<file path="config.mk">
export PLATFORM = sky130hd
export DESIGN_NAME = ball_engine
export DESIGN_NICKNAME = d
export VERILOG_FILES = /design/src/rtl/pong_pkg.sv /design/src/rtl/ball_collide.sv /design/src/rtl/ball_engine.sv
export SDC_FILE = /design/constraint.sdc
export NUM_CORES = 1
export LEC_CHECK = 0
export ABC_AREA = 1
export BUFFER_PORTS_ARGS = -buffer_cell sky130_fd_sc_hd__buf_2
export CORE_MARGIN = 4
export CORE_UTILIZATION = 45
export CTS_CLUSTER_DIAMETER = 100
export DETAILED_ROUTE_END_ITERATION = 7
export PLACE_DENSITY = 0.67
export SYNTH_ARGS = -nofsm -noshare
export SYNTH_HDL_FRONTEND = slang
export SYNTH_HIERARCHICAL = 1
export SYNTH_SLANG_ARGS = --single-unit
</file>
<file path="constraint.sdc">
create_clock -name clk_pix -period 3.2 [get_ports clk_pix]
set_input_delay 0.32 -clock clk_pix [delete_from_list [all_inputs] [get_ports clk_pix]]
set_output_delay 0.32 -clock clk_pix [all_outputs]
set_load 0.03 [all_outputs]
</file>
<file path="src/rtl/pong_pkg.sv">
// Shared pong geometry, FSM state encoding and derived serve coordinates.
package pong_pkg;

  localparam int unsigned HScreen  = 640;
  localparam int unsigned VScreen  = 480;
  localparam int unsigned Border   = 10;
  localparam int unsigned BallSize = 10;
  localparam int unsigned POffset  = 20;
  localparam int unsigned PWidth   = 8;
  localparam int unsigned PHigh    = 96;
  localparam int unsigned Speed    = 2;
  localparam int unsigned MaxStep  = 6;

  localparam int unsigned ServeXLeft  = Border + POffset + PWidth;              // 38
  localparam int unsigned ServeXRight = HScreen - ServeXLeft - BallSize;        // 592
  localparam int unsigned ServeY      = (VScreen - BallSize) / 2;               // 235

  typedef enum logic [1:0] {
    StIdle,
    StPlay,
    StScored
  } state_e;

endpackage

</file>
<file path="src/rtl/ball_collide.sv">
// Combinational paddle-overlap and edge-proximity flags for the ball FSM.
module ball_collide
  import pong_pkg::*;
#(
  parameter int unsigned H_SCREEN  = HScreen,
  parameter int unsigned V_SCREEN  = VScreen,
  parameter int unsigned BORDER    = Border,
  parameter int unsigned BALL_SIZE = BallSize,
  parameter int unsigned P_OFFSET  = POffset,
  parameter int unsigned P_WIDTH   = PWidth,
  parameter int unsigned P_HIGH    = PHigh,
  parameter int unsigned SPEED     = Speed
) (
  input  logic [9:0] ball_x,
  input  logic [9:0] ball_y,
  input  logic       dx_right,
  input  logic       dy_down,
  input  logic [2:0] step,
  input  logic [9:0] p1_y,
  input  logic [9:0] p2_y,
  output logic       hit_r,
  output logic       hit_l,
  output logic       miss_r,
  output logic       miss_l,
  output logic       bounce_bot,
  output logic       bounce_top
);

  localparam logic [10:0] PadL = 11'(BORDER + P_OFFSET + P_WIDTH);
  localparam logic [10:0] PadR = 11'(H_SCREEN - BORDER - P_OFFSET - P_WIDTH);

  logic [10:0] bx, by, stp, right_edge, bot_edge, p1, p2;
  logic        ov_l, ov_r;

  // 11-bit arithmetic so right_edge + step can never wrap.
  always_comb begin
    bx         = {1'b0, ball_x};
    by         = {1'b0, ball_y};
    stp        = {8'd0, step};
    p1         = {1'b0, p1_y};
    p2         = {1'b0, p2_y};
    right_edge = bx + 11'(BALL_SIZE);
    bot_edge   = by + 11'(BALL_SIZE);
    ov_l       = (bot_edge > p1) && (by < p1 + 11'(P_HIGH));
    ov_r       = (bot_edge > p2) && (by < p2 + 11'(P_HIGH));
    hit_r      = dx_right && (right_edge <= PadR) && (right_edge + stp >= PadR) && ov_r;
    hit_l      = !dx_right && (bx >= PadL) && (bx <= PadL + stp) && ov_l;
    miss_r     = dx_right && (right_edge + stp >= 11'(H_SCREEN - BORDER));
    miss_l     = !dx_right && (bx <= 11'(BORDER) + stp);
    bounce_bot = dy_down && (bot_edge + 11'(SPEED) >= 11'(V_SCREEN - BORDER));
    bounce_top = !dy_down && (by <= 11'(BORDER + SPEED));
  end

endmodule

</file>
<file path="src/rtl/ball_engine.sv">
// Pong ball motion FSM (IDLE/PLAY/SCORED) with paddle bounce and scoring.
// Define BALL_ENGINE_SPEEDUP_EN to speed the ball up every fourth paddle hit.
module ball_engine
  import pong_pkg::*;
#(
  parameter int unsigned H_SCREEN  = HScreen,
  parameter int unsigned V_SCREEN  = VScreen,
  parameter int unsigned BORDER    = Border,
  parameter int unsigned BALL_SIZE = BallSize,
  parameter int unsigned P_OFFSET  = POffset,
  parameter int unsigned P_WIDTH   = PWidth,
  parameter int unsigned P_HIGH    = PHigh,
  parameter int unsigned SPEED     = Speed
) (
  input  logic       clk_pix,
  input  logic       reset,
  input  logic       frame_tick,
  input  logic       serve,
  input  logic       serve_side,
  input  logic [9:0] p1_y,
  input  logic [9:0] p2_y,
  output logic [9:0] ball_x,
  output logic [9:0] ball_y,
  output logic       in_play,
  output logic       paddle_hit,
  output logic       point_p1,
  output logic       point_p2
);

  localparam logic [9:0] XLeft    = 10'(BORDER + P_OFFSET + P_WIDTH);
  localparam logic [9:0] XRight   = 10'(H_SCREEN - (BORDER + P_OFFSET + P_WIDTH) - BALL_SIZE);
  localparam logic [9:0] YServe   = 10'((V_SCREEN - BALL_SIZE) / 2);
  localparam logic [9:0] YBottom  = 10'(V_SCREEN - BORDER - BALL_SIZE);
  localparam logic [9:0] YTop     = 10'(BORDER);
  localparam logic [2:0] StepBase = 3'(SPEED);

  state_e     state_q, state_d;
  logic [9:0] ball_x_q, ball_x_d, ball_y_q, ball_y_d;
  logic       dx_q, dx_d, dy_q, dy_d;
  logic       hit_q, hit_d, p1_q, p1_d, p2_q, p2_d, in_play_q;
  logic [2:0] step;
  logic       hit_r, hit_l, miss_r, miss_l, bounce_bot, bounce_top;

  ball_collide #(
    .H_SCREEN  (H_SCREEN),
    .V_SCREEN  (V_SCREEN),
    .BORDER    (BORDER),
    .BALL_SIZE (BALL_SIZE),
    .P_OFFSET  (P_OFFSET),
    .P_WIDTH   (P_WIDTH),
    .P_HIGH    (P_HIGH),
    .SPEED     (SPEED)
  ) u_collide (
    .ball_x     (ball_x_q),
    .ball_y     (ball_y_q),
    .dx_right   (dx_q),
    .dy_down    (dy_q),
    .step       (step),
    .p1_y       (p1_y),
    .p2_y       (p2_y),
    .hit_r      (hit_r),
    .hit_l      (hit_l),
    .miss_r     (miss_r),
    .miss_l     (miss_l),
    .bounce_bot (bounce_bot),
    .bounce_top (bounce_top)
  );

  always_comb begin
    state_d  = state_q;
    ball_x_d = ball_x_q;
    ball_y_d = ball_y_q;
    dx_d     = dx_q;
    dy_d     = dy_q;
    hit_d    = 1'b0;
    p1_d     = 1'b0;
    p2_d     = 1'b0;
    unique case (state_q)
      StIdle: begin
        ball_x_d = serve_side ? XRight : XLeft;
        ball_y_d = YServe;
        dx_d     = 1'b1;
        dy_d     = 1'b1;
        if (serve) begin
          state_d = StPlay;
          dx_d    = !serve_side;
        end
      end
      StPlay: begin
        if (frame_tick) begin
          if (bounce_bot) begin
            ball_y_d = YBottom;
            dy_d     = 1'b0;
          end else if (bounce_top) begin
            ball_y_d = YTop;
            dy_d     = 1'b1;
          end else begin
            ball_y_d = dy_q ? ball_y_q + 10'(SPEED) : ball_y_q - 10'(SPEED);
          end
          // Paddle hit beats miss beats free motion.
          if (hit_r) begin
            ball_x_d = XRight;
            dx_d     = 1'b0;
            hit_d    = 1'b1;
          end else if (hit_l) begin
            ball_x_d = XLeft;
            dx_d     = 1'b1;
            hit_d    = 1'b1;
          end else if (miss_r) begin
            state_d  = StScored;
            ball_x_d = ball_x_q;
            p1_d     = 1'b1;
          end else if (miss_l) begin
            state_d  = StScored;
            ball_x_d = ball_x_q;
            p2_d     = 1'b1;
          end else begin
            ball_x_d = dx_q ? ball_x_q + 10'(step) : ball_x_q - 10'(step);
          end
        end
      end
      StScored: begin
        if (frame_tick) begin
          state_d  = StIdle;
          ball_x_d = serve_side ? XRight : XLeft;
          ball_y_d = YServe;
          dx_d     = 1'b1;
          dy_d     = 1'b1;
        end
      end
      default: state_d = StIdle;
    endcase
  end

  always_ff @(posedge clk_pix) begin
    if (reset) begin
      state_q   <= StIdle;
      ball_x_q  <= XLeft;
      ball_y_q  <= YServe;
      dx_q      <= 1'b1;
      dy_q      <= 1'b1;
      hit_q     <= 1'b0;
      p1_q      <= 1'b0;
      p2_q      <= 1'b0;
      in_play_q <= 1'b0;
    end else begin
      state_q   <= state_d;
      ball_x_q  <= ball_x_d;
      ball_y_q  <= ball_y_d;
      dx_q      <= dx_d;
      dy_q      <= dy_d;
      hit_q     <= hit_d;
      p1_q      <= p1_d;
      p2_q      <= p2_d;
      in_play_q <= (state_d == StPlay);
    end
  end

`ifdef BALL_ENGINE_SPEEDUP_EN
  localparam logic [2:0] StepMax = 3'(MaxStep);
  logic [1:0] hit_cnt_q, hit_cnt_d;
  logic [2:0] step_q, step_d;

  always_comb begin
    hit_cnt_d = hit_cnt_q;
    step_d    = step_q;
    if (state_q == StIdle) begin
      hit_cnt_d = 2'd0;
      step_d    = StepBase;
    end else if (hit_d) begin
      hit_cnt_d = hit_cnt_q + 2'd1;
      if (hit_cnt_q == 2'd3 && step_q < StepMax) step_d = step_q + 3'd1;
    end
  end

  always_ff @(posedge clk_pix) begin
    if (reset) begin
      hit_cnt_q <= 2'd0;
      step_q    <= StepBase;
    end else begin
      hit_cnt_q <= hit_cnt_d;
      step_q    <= step_d;
    end
  end

  assign step = step_q;
`else
  assign step = StepBase;
`endif

  assign ball_x     = ball_x_q;
  assign ball_y     = ball_y_q;
  assign in_play    = in_play_q;
  assign paddle_hit = hit_q;
  assign point_p1   = p1_q;
  assign point_p2   = p2_q;

endmodule
</file>
==> metrics.yaml, run 1 <==
status:
  status: "complete, no violations"
logic_synthesis:
  yosys_warnings: 6
  synth_area_mm2: 0.00420
  synth_cell_types: 40
  async_flop_share_pct: 0
  ys_seq_area_share_pct: 12.9
  synth_edf_count: 0
  avgSynthCellArea_um2: 6.32
  synthFlopType: "dfxtp_1"
  synthCells: 664
  synth-seq-cells: 27
final_layout:
  final_cells: 855
  nFillCells: 870
  fin_nets: 850
  final_core_util_pct: 56.8
  drive_above_1_share_pct: 19.0
  mostFrequentLayoutCells: "nand2_1, inv_1, ha_1, nor2_1, a21oi_1"
  diodes: 0
  area_delta_synth_final_pct: 20.4
  final_common_cell: "nand2_1"
  fin_area_mm2: 0.00505
placed_design:
  placed_cells: 844
  placedInstanceArea_mm2: 0.00471
  io_buffers: 47
  dp_hpwl_um: 9480
  gp_congestion: 0.879
  place_ws_ns: 0.0320
drt:
  via_per_inst: 5.18
  detail_route.iter0.violations: 157
  vias: 4433
  drc: 0
  antenna_left: 0
  drtPass1Iterations: 5
  drt_wl_total_um: 11600
  wl_per_cell_um: 13.5
global_routing:
  grt_pass1_wl_um: 18900
  grt_pass1_vias: 4067
  antenna_found_initial: 0
  grtUsageTotal_pct: 20.1
  overflow: 0
  grt_max_degree: 17
sta:
  fin_crit_sh_pct: 94.0
  skew_ns: 0.00349
  min_period_ns: 3.01
  slew-limit-headroom_pct: 62.3
  maxSlewViolCount: 0
  max_freq_mhz: 332
  final_hold_viol_count: 0
  setup_ws_ns: 0.191
  worst_pin_slew_ns: 0.561
  setup_viol: 0
hold_path:
  hold_path_depth: 3
  whs_endpoint: "paddle_hit"
  hp-class: "in2reg"
  hp-start: "frame_tick"
setup_path:
  endpoint_kind: "flip-flop"
  regToRegSetupSlack_ns: 0.19
  reg2reg_from: "ball_x[1]"
  crit_required_ns: 3.36
  rr_endpoint: "ball_x[4]"
  reg2reg_depth: 23
  crit_fanout: 10
  worst_ep_arrival_time_ns: 3.16
  worst-setup-path-type: "reg2reg"
  start_kind: "flip-flop"
cts:
  cts_htree_levels: 1
  cts_buffer_depth: 2
  cts-hold-fix-buffers: 0
  clock_latency_ns: 0.27
  cts_root_buf: "clkbuf_8"
  cts.sinks: 27
  cts_made_buffers: 3
  cts_tree: "yes"
  clkSlewWorstSetupHoldPaths_ns: 0.09
floorplan:
  die_w_um: 105
  pin_count: 49
  fp.dieH_um: 105
  core_area_mm2: 0.00889
  die_area_mm2: 0.0109
  rows: 34
  floorplan.initialDensity_pct: 47.2
pwr:
  leakagePower_nw: 2.69
  power_density_mw_per_mm2: 342
  irDropWorstVdd_v: 0.000200
  total_power_mw: 1.73
run:
  maxCapViolCount: 0
## power breakdown
part	switching (mW)	total [mW]	internal (mW)
Clock	0.108	0.195	0.0874
Sequential	0.0532	0.420	0.366
Combinational	0.682	1.11	0.430
## critical path, stage by stage, from the launching register on
cell     delay, ns
dfxtp_1       0.32
buf_4         0.18
fa_1          0.47
inv_1         0.08
a21oi_1       0.08
nor2_4        0.11
nand2_2       0.07
nor2_4        0.12
nand2_1       0.09
nand2_1       0.06
nand2_1       0.06
nor2_2        0.09
nand2_1       0.08
nand2_1       0.06
nand2_1       0.05
nand2_1       0.12
nor2_4        0.06
nor2_4        0.15
nand2_4       0.09
o21ai_4       0.22
buf_12        0.14
nor2_4        0.04
nand2_1       0.08
a21oi_1       0.06
## flip-flops by register name, summed over array words and instances, names as in the netlist
register,count
ball_x,9
ball_y,10
dx_q,1
dy_q,1
in_play,1
paddle_hit,1
point_p1,1
point_p2,1
state_q,2
## kinds of logic after synthesis
logic type	share of synthesized area (%)
compound gates	15.6
xor+xnor	4.32
fa+ha+maj	23.5
buf+inv	10.0
flops	12.9
other cells	0.179
simple gates	33.5
## through the flow
step	TNS (ns)	hold slack, ns
2_1_floorplan	0	0.469
6_report	0	0.403
5_1_grt	-0.390	0.413
3_3_place_gp	0	0.524
3_5_place_dp	0	0.534
4_1_cts	0	0.395
## worst max-delay path by stage
stage              start         to  slack [ns]  cells past startpoint
2_1_floorplan  ball_x[1]  ball_x[3]        0.06                     20
3_3_place_gp   ball_y[2]  ball_x[3]        0.15                     19
3_5_place_dp   ball_y[2]  ball_x[1]        0.03                     21
4_1_cts        ball_y[2]  ball_x[1]       0.006                     21
5_1_grt        ball_y[1]  ball_x[5]       -0.07                     23
6_report       ball_x[1]  ball_x[4]        0.19                     23
## cell type report
| cell class | count | area, µm² | share of cell area, % |
|---|---|---|---|
| clock buffers | 3 | 41.3 | 0.817 |
| repair buffers | 72 | 435 | 8.62 |
| multi-input cells | 543 | 3500 | 69.3 |
| inverters | 101 | 388 | 7.68 |
| well taps | 108 | 135 | 2.67 |
| clock inverters | 1 | 5.00 | 0.0991 |
| flip-flops and latches | 27 | 548 | 10.8 |
## repair_timing
item,4_1_cts,5_1_grt
gates resized for setup,0,46
endpoints found under the setup margin,0,14
setup buffers,0,7
## synthesized netlist by cell type, drive strengths merged (5+ instances only)
| cell type | number | area (µm²) |
|---|---|---|
| xor2 | 14 | 138 |
| nand3 | 34 | 170 |
| o21ai | 35 | 209 |
| nor3 | 8 | 40.0 |
| nor2 | 61 | 274 |
| o211ai | 5 | 37.5 |
| o21a | 5 | 37.5 |
| xnor2 | 5 | 43.8 |
| dfxtp | 27 | 541 |
| or2 | 6 | 37.5 |
| a211oi | 5 | 37.5 |
| ha | 74 | 926 |
| nand4 | 11 | 68.8 |
| a21oi | 52 | 260 |
| nand2 | 190 | 731 |
| inv | 99 | 372 |
| nand3b | 5 | 37.5 |
## metal layers
layer	up-vias	track usage [%]	wire length, µm
met5	-	0	0
met4	0	1.87	55
met3	6	1.11	450
met2	92	35.0	5520
met1	2008	28.6	5530
li1	2327	-	-
No activity file was read; power rests on OpenSTA's default activity.
==> run 2: changes to the inputs <==
--- a/config.mk
+++ b/config.mk
@@ -7,11 +7,14 @@
 export LEC_CHECK = 0
 export ABC_AREA = 1
 export BUFFER_PORTS_ARGS = -buffer_cell sky130_fd_sc_hd__buf_2
+export CELL_PAD_IN_SITES_DETAIL_PLACEMENT = 2
+export CELL_PAD_IN_SITES_GLOBAL_PLACEMENT = 2
 export CORE_MARGIN = 4
-export CORE_UTILIZATION = 45
+export CORE_UTILIZATION = 29
 export CTS_CLUSTER_DIAMETER = 100
 export DETAILED_ROUTE_END_ITERATION = 7
-export PLACE_DENSITY = 0.67
+export PLACE_DENSITY_LB_ADDON = 0.1
+export SKIP_CTS_REPAIR_TIMING = 1
 export SYNTH_ARGS = -nofsm -noshare
 export SYNTH_HDL_FRONTEND = slang
 export SYNTH_HIERARCHICAL = 1
==> run 2 against run 1 <==
Compared with the run above:
- clock skew rose by 0.0046 ns
- highest routed layer unchanged
- register-to-register slack worse by 0.02 ns
- final cell count is 9.9% higher
- largest power group unchanged
- count of clock-buffer cells in the layout is the same
==> metrics.yaml, run 2 (same netlist as run 1, synthesis figures left out) <==
status:
  status: "complete, no violations"
pwr:
  total_power_mw: 1.93
  power_density_mw_per_mm2: 365
  leakagePower_nw: 2.75
  irDropWorstVdd_v: 0.000263
setup_path:
  worst-setup-path-type: "reg2reg"
  worst_ep_arrival_time_ns: 3.21
  reg2reg_depth: 20
  regToRegSetupSlack_ns: 0.17
  crit_required_ns: 3.38
  worstPathCellList: "nand2_2 > nand2_1 > nand2_2 > nor2_4 > xor2_4 > buf_4 > buf_4 > inv_1 > nor2_1 > nand2_1 > nor2_1 > nand3_1 > nand2_1 > a21oi_1 > buf_4 > nor2_1 > nand2_1 > nor2_1 > nand3_1 > a21oi_1"
  slowest_delay_ns: 0.38
  endpoint_kind: "flip-flop"
  start_kind: "flip-flop"
  cpMaxStageDelayCell: "dfxtp_4"
  crit_fanout: 5
global_routing:
  grt_pass1_wl_um: 25000
  grtUsageTotal_pct: 18.5
  grt_pass1_vias: 5091
  overflow: 0
  antenna_found_initial: 0
  grt_max_degree: 17
drt:
  met2_length_um: 8600
  drtPass1Iterations: 4
  wl_per_cell_um: 16.6
  wl_met3_um: 307
  drc: 0
  routed.top_layer: "met4"
  drt_wl_total_um: 15600
  vias: 4694
  wl_met1_um: 6550
  detail_route.iter0.violations: 95
  via_per_inst: 4.99
  antenna_left: 0
floorplan:
  floorplan.initialDensity_pct: 29.9
  pin_count: 49
  die_area_mm2: 0.0165
  fp.dieH_um: 128
  die_w_um: 128
  rows: 43
  core_area_mm2: 0.0140
cts:
  cts.sinks: 27
  cts_htree_levels: 1
  cts_tree: "yes"
  cts_made_buffers: 3
  clkSlewWorstSetupHoldPaths_ns: 0.08
  clock_latency_ns: 0.27
  cts_buffer_depth: 2
  cts_root_buf: "clkbuf_16"
sta:
  final_hold_viol_count: 0
  min_period_ns: 3.03
  fin_crit_sh_pct: 94.8
  rsz0062_at_grt: "yes"
  maxSlewViolCount: 0
  max_freq_mhz: 330
  fin_hold_ws_ns: 0.392
  setup_viol: 0
  skew_ns: 0.00809
  slew-limit-headroom_pct: 59.5
  worst_pin_slew_ns: 0.602
run:
  maxCapViolCount: 0
final_layout:
  drive_above_1_share_pct: 22.1
  largest_reg_flops: 10
  final_common_cell: "nand2_1"
  area_delta_synth_final_pct: 25.7
  fin_nets: 863
  diodes: 0
  final_cells: 940
  mostFrequentLayoutCells: "nand2_1, inv_1, ha_1, nor2_1, buf_2"
hold_path:
  hp-class: "in2reg"
  hold_path_depth: 4
placed_design:
  placed_cells: 922
  dp_hpwl_um: 13200
  io_buffers: 47
  gp_congestion: 0.832
-- run 2: cell types whose count changed in the layout (fill, tap and decap cells not counted), moves of 3 or more --
cell	delta
nand2_2	+5
nand2_1	-4
a21oi_2	+3
clkbuf_8	-3
clkbuf_16	+3
a21oi_1	-4
buf_4	+11
o21ai_0	-3
-- run 2: critical path, delay by kind of cell (launching register included) --
family | cells | cell delay (ns)
xor gates and xnor gates | 1 | 0.29
and+or+nand+nor | 13 | 1.60
DFF | 1 | 0.38
AOI/OAI and AO/OA | 2 | 0.22
buffers and inverters | 4 | 0.47
-- run 2: final cells by class --
type / instances / area [µm²]
clock buffer: 3 / 75.1
clock inverter: 1 / 7.51
fill: 1730 / 8770
inverter: 101 / 384
multi-input combinational: 543 / 3510
sequential: 27 / 551
tap: 180 / 225
timing repair buffer: 85 / 526
-- run 2: metrics by stage --
step / worst slack (ns) / instance area [µm²] / util, % / setup TNS, ns
after CTS: -0.213 / 4930 / 35.1 / -1.39
final: 0.167 / 5280 / 37.6 / 0
after global routing: -0.0928 / 5280 / 37.6 / -0.412
after detailed placement: -0.195 / 4850 / 34.5 / -1.23
after floorplan: 0.0632 / 4240 / - / 0
after global placement: 0.0718 / 4850 / 34.5 / 0
-- run 2: path summary, 6_finish.rpt --
kind | startpoint | endpoint
min | serve_side | ball_x[5]
max | ball_y[1] | ball_y[4]
max reg2reg | ball_y[1] | ball_y[4]
min reg2reg | ball_y[0] | ball_y[0]
-- run 2: per-layer routing --
| layer | vias to the layer above | GRT usage [%] |
|---|---|---|
| met5 | - | 0 |
| met4 | 0 | 2.56 |
| met3 | 10 | 1.50 |
| met2 | 52 | 37.4 |
| met1 | 2288 | 21.2 |
| li1 | 2344 | - |
-- run 2: power breakdown --
group / switching, mW / internal [mW]
Combinational: 0.749 / 0.458
Clock: 0.128 / 0.170
Sequential: 0.0537 / 0.367
==> run 3: changes to the inputs <==
--- a/config.mk
+++ b/config.mk
@@ -5,12 +5,12 @@
 export SDC_FILE = /design/constraint.sdc
 export NUM_CORES = 1
 export LEC_CHECK = 0
-export ABC_AREA = 1
+export ABC_AREA = 0
 export BUFFER_PORTS_ARGS = -buffer_cell sky130_fd_sc_hd__buf_2
 export CELL_PAD_IN_SITES_DETAIL_PLACEMENT = 2
 export CELL_PAD_IN_SITES_GLOBAL_PLACEMENT = 2
 export CORE_MARGIN = 4
-export CORE_UTILIZATION = 29
+export CORE_UTILIZATION = 32
 export CTS_CLUSTER_DIAMETER = 100
 export DETAILED_ROUTE_END_ITERATION = 7
 export PLACE_DENSITY_LB_ADDON = 0.1
==> run 3 against run 2 <==
Compared with the run above:
- the run now ends with negative setup slack left
- setup slack lost 0.34 ns
- via count is essentially flat
- routed wire length grew 8.5%
- largest cell class unchanged
==> metrics.yaml, run 3 <==
floorplan:
  core_area_mm2: 0.0132
  floorplan.initialDensity_pct: 32.7
  rows: 42
  pin_count: 49
  die_area_mm2: 0.0154
  die_w_um: 124
  fp.dieH_um: 124
sta:
  rsz0062_at_grt: "yes"
  setup_viol: 11
  slew-limit-headroom_pct: 62.9
  skew_ns: 0.00302
  fin_hold_ws_ns: 0.356
  max_freq_mhz: 296
  final_hold_viol_count: 0
  worst_pin_slew_ns: 0.554
  fin_crit_sh_pct: 106
  fin_setup_tns_ns: -1.38
  maxSlewViolCount: 0
  min_period_ns: 3.38
  setup_ws_ns: -0.177
cts:
  cts_made_buffers: 3
  cts_root_buf: "clkbuf_16"
  cts_tree: "yes"
  clkSlewWorstSetupHoldPaths_ns: 0.07
  cts_buffer_depth: 2
  cts_htree_levels: 1
  cts.sinks: 27
  clock_latency_ns: 0.27
final_layout:
  diodes: 0
  seq_area_um2: 561
  largest_reg_flops: 10
  drive_above_1_share_pct: 29.7
  fin_area_mm2: 0.00578
  fin_nets: 793
  mostFrequentLayoutCells: "buf_4, ha_1, inv_1, buf_2"
  nFillCells: 1530
  area_delta_synth_final_pct: 33.8
  final_cells: 866
  multi_input_area_mm2: 0.00387
  final_common_cell: "buf_4"
pwr:
  leakagePower_nw: 2.65
  p_int_mw: 1.07
  p_seq_share_pct: 21.3
  p_sw_share_pct: 44.2
  p_sw_mw: 0.848
  pwr-share-clk_pct: 15.6
  power_density_mw_per_mm2: 331
  p_comb_share_pct: 63.0
  irDropWorstVdd_v: 0.000199
setup_path:
  endpoint_kind: "flip-flop"
  cp.buffers_inverters: 2
  regToRegSetupSlack_ns: -0.18
  cpMaxStageDelayCell: "dfxtp_4"
  reg2reg_depth: 15
  rr_endpoint: "ball_x[8]"
  worst_ep_arrival_time_ns: 3.59
  cp_top_family: "compound AO/OA/AOI/OAI gates"
  path_common_cell: "ha_4"
  crit_required_ns: 3.41
  worst-setup-path-type: "reg2reg"
  slowest_delay_ns: 0.37
  critPathLaunch: "ball_x[1]"
  start_kind: "flip-flop"
  worstPathCellList: "ha_4 > ha_4 > nand2b_1 > a221oi_2 > o221ai_1 > a31o_1 > a311o_1 > a31oi_2 > a211oi_2 > and2b_4 > nand2b_4 > buf_4 > buf_6 > nor4_4 > a22o_1"
  reg2reg_from: "ball_x[1]"
  crit_fanout: 5
status:
  status: "finished, violations left"
  violations: "negative setup slack"
drt:
  vias: 4698
  drc: 0
  drt_wl_total_um: 16900
  antenna_left: 0
  wl_per_cell_um: 19.6
  drtPass1Iterations: 4
  via_per_inst: 5.42
  detail_route.iter0.violations: 118
logic_synthesis:
  synth_most_common_cell: "ha_1"
  async_flop_share_pct: 0
  ys_seq_area_share_pct: 12.5
  synth_edf_count: 0
  synthTopCellsByCount: "ha_1, inv_1, a21oi_1"
  synth-compound-area-share_pct: 28.4
  yosys_warnings: 6
  synth_top_family_by_area: "compound AO/OA/AOI/OAI gates"
  synthFlopType: "dfxtp_1"
  yosysTopAreaCell: "ha_1"
  synth_area_leaders: "ha_1, dfxtp_1, xnor2_1"
  avgSynthCellArea_um2: 7.68
  synth_cell_types: 83
  synth_area_mm2: 0.00432
  synthCells: 563
  synth_fa_ha_area_share_pct: 22.8
  synth-simple-area-share_pct: 20.7
  netlist.area_leader.share_pct: 21.4
  synth-seq-cells: 27
  synthMuxAreaShare_pct: 0.463
  synthXorXnorAreaFrac_pct: 8.22
hold_path:
  hp-class: "in2reg"
  whs_endpoint: "state_q[0]"
  hold_path_depth: 3
  hp-start: "serve"
placed_design:
  placedInstanceArea_mm2: 0.00539
  io_buffers: 47
  place_ws_ns: -0.326
  gp_congestion: 0.830
  placed_cells: 856
  dp_hpwl_um: 13500
global_routing:
  antenna_found_initial: 0
  grt_pass1_vias: 5212
  overflow: 0
  grt_max_degree: 18
  grt_pass1_wl_um: 26900
  grtUsageTotal_pct: 20.7
run:
  maxCapViolCount: 0
run 3: metal layers:
layer / track usage (%) / routed length (µm) / vias up
met5: 0 / 0 / -
met4: 2.45 / 135 / 0
met3: 1.80 / 208 / 10
met2: 39.1 / 8990 / 45
met1: 26.1 / 7610 / 2345
li1: - / - / 2298
run 3: logic make-up (layout without fill, tap and decap cells):
kind of cell,Yosys count,after routing
multiplexers,2,2
AO/OA/AOI/OAI,175,175
AND/OR/NAND/NOR,171,171
other,2,13
buffers and inverters,70,186
flip-flops,27,27
adder cells (fa/ha/maj),77,77
XOR/XNOR,39,39
run 3: worst max-delay path by stage:
| stage | cells past startpoint | slack, ns | to |
|---|---|---|---|
| 5_1_grt | 20 | -0.33 | ball_x[1] |
| 3_5_place_dp | 15 | -0.33 | in_play |
| 6_report | 15 | -0.18 | ball_x[8] |
| 2_1_floorplan | 13 | -0.09 | ball_x[9] |
| 4_1_cts | 16 | -0.29 | in_play |
| 3_3_place_gp | 15 | -0.25 | in_play |
run 3: cell type report:
type | instances | share of cell area (%)
multi-input combinational | 477 | 66.9
timing repair buffer | 129 | 14.8
sequential | 27 | 9.69
tap | 176 | 3.81
inverter | 53 | 3.44
clock buffer | 4 | 1.36
run 3: per-stage QoR:
step | util, % | power [mW]
final | 43.7 | 1.92
after global routing | 43.7 | 2.07
after floorplan | - | 1.13
after detailed placement | 40.7 | 1.53
after global placement | 40.7 | 1.48
after CTS | 41.3 | 1.83
run 3: worst min-delay path, stage by stage:
cell and delay (ns):
buf_2 0.11, nand2_1 0.07, a211oi_2 0.07
run 3: power by group through the flow:
stage	Sequential [mW]	Combinational [mW]	Clock (mW)
2_1_floorplan	0.457	0.673	0
3_3_place_gp	0.414	1.06	0
3_5_place_dp	0.416	1.11	0
4_1_cts	0.409	1.12	0.304
5_1_grt	0.414	1.34	0.322
6_report	0.409	1.21	0.299
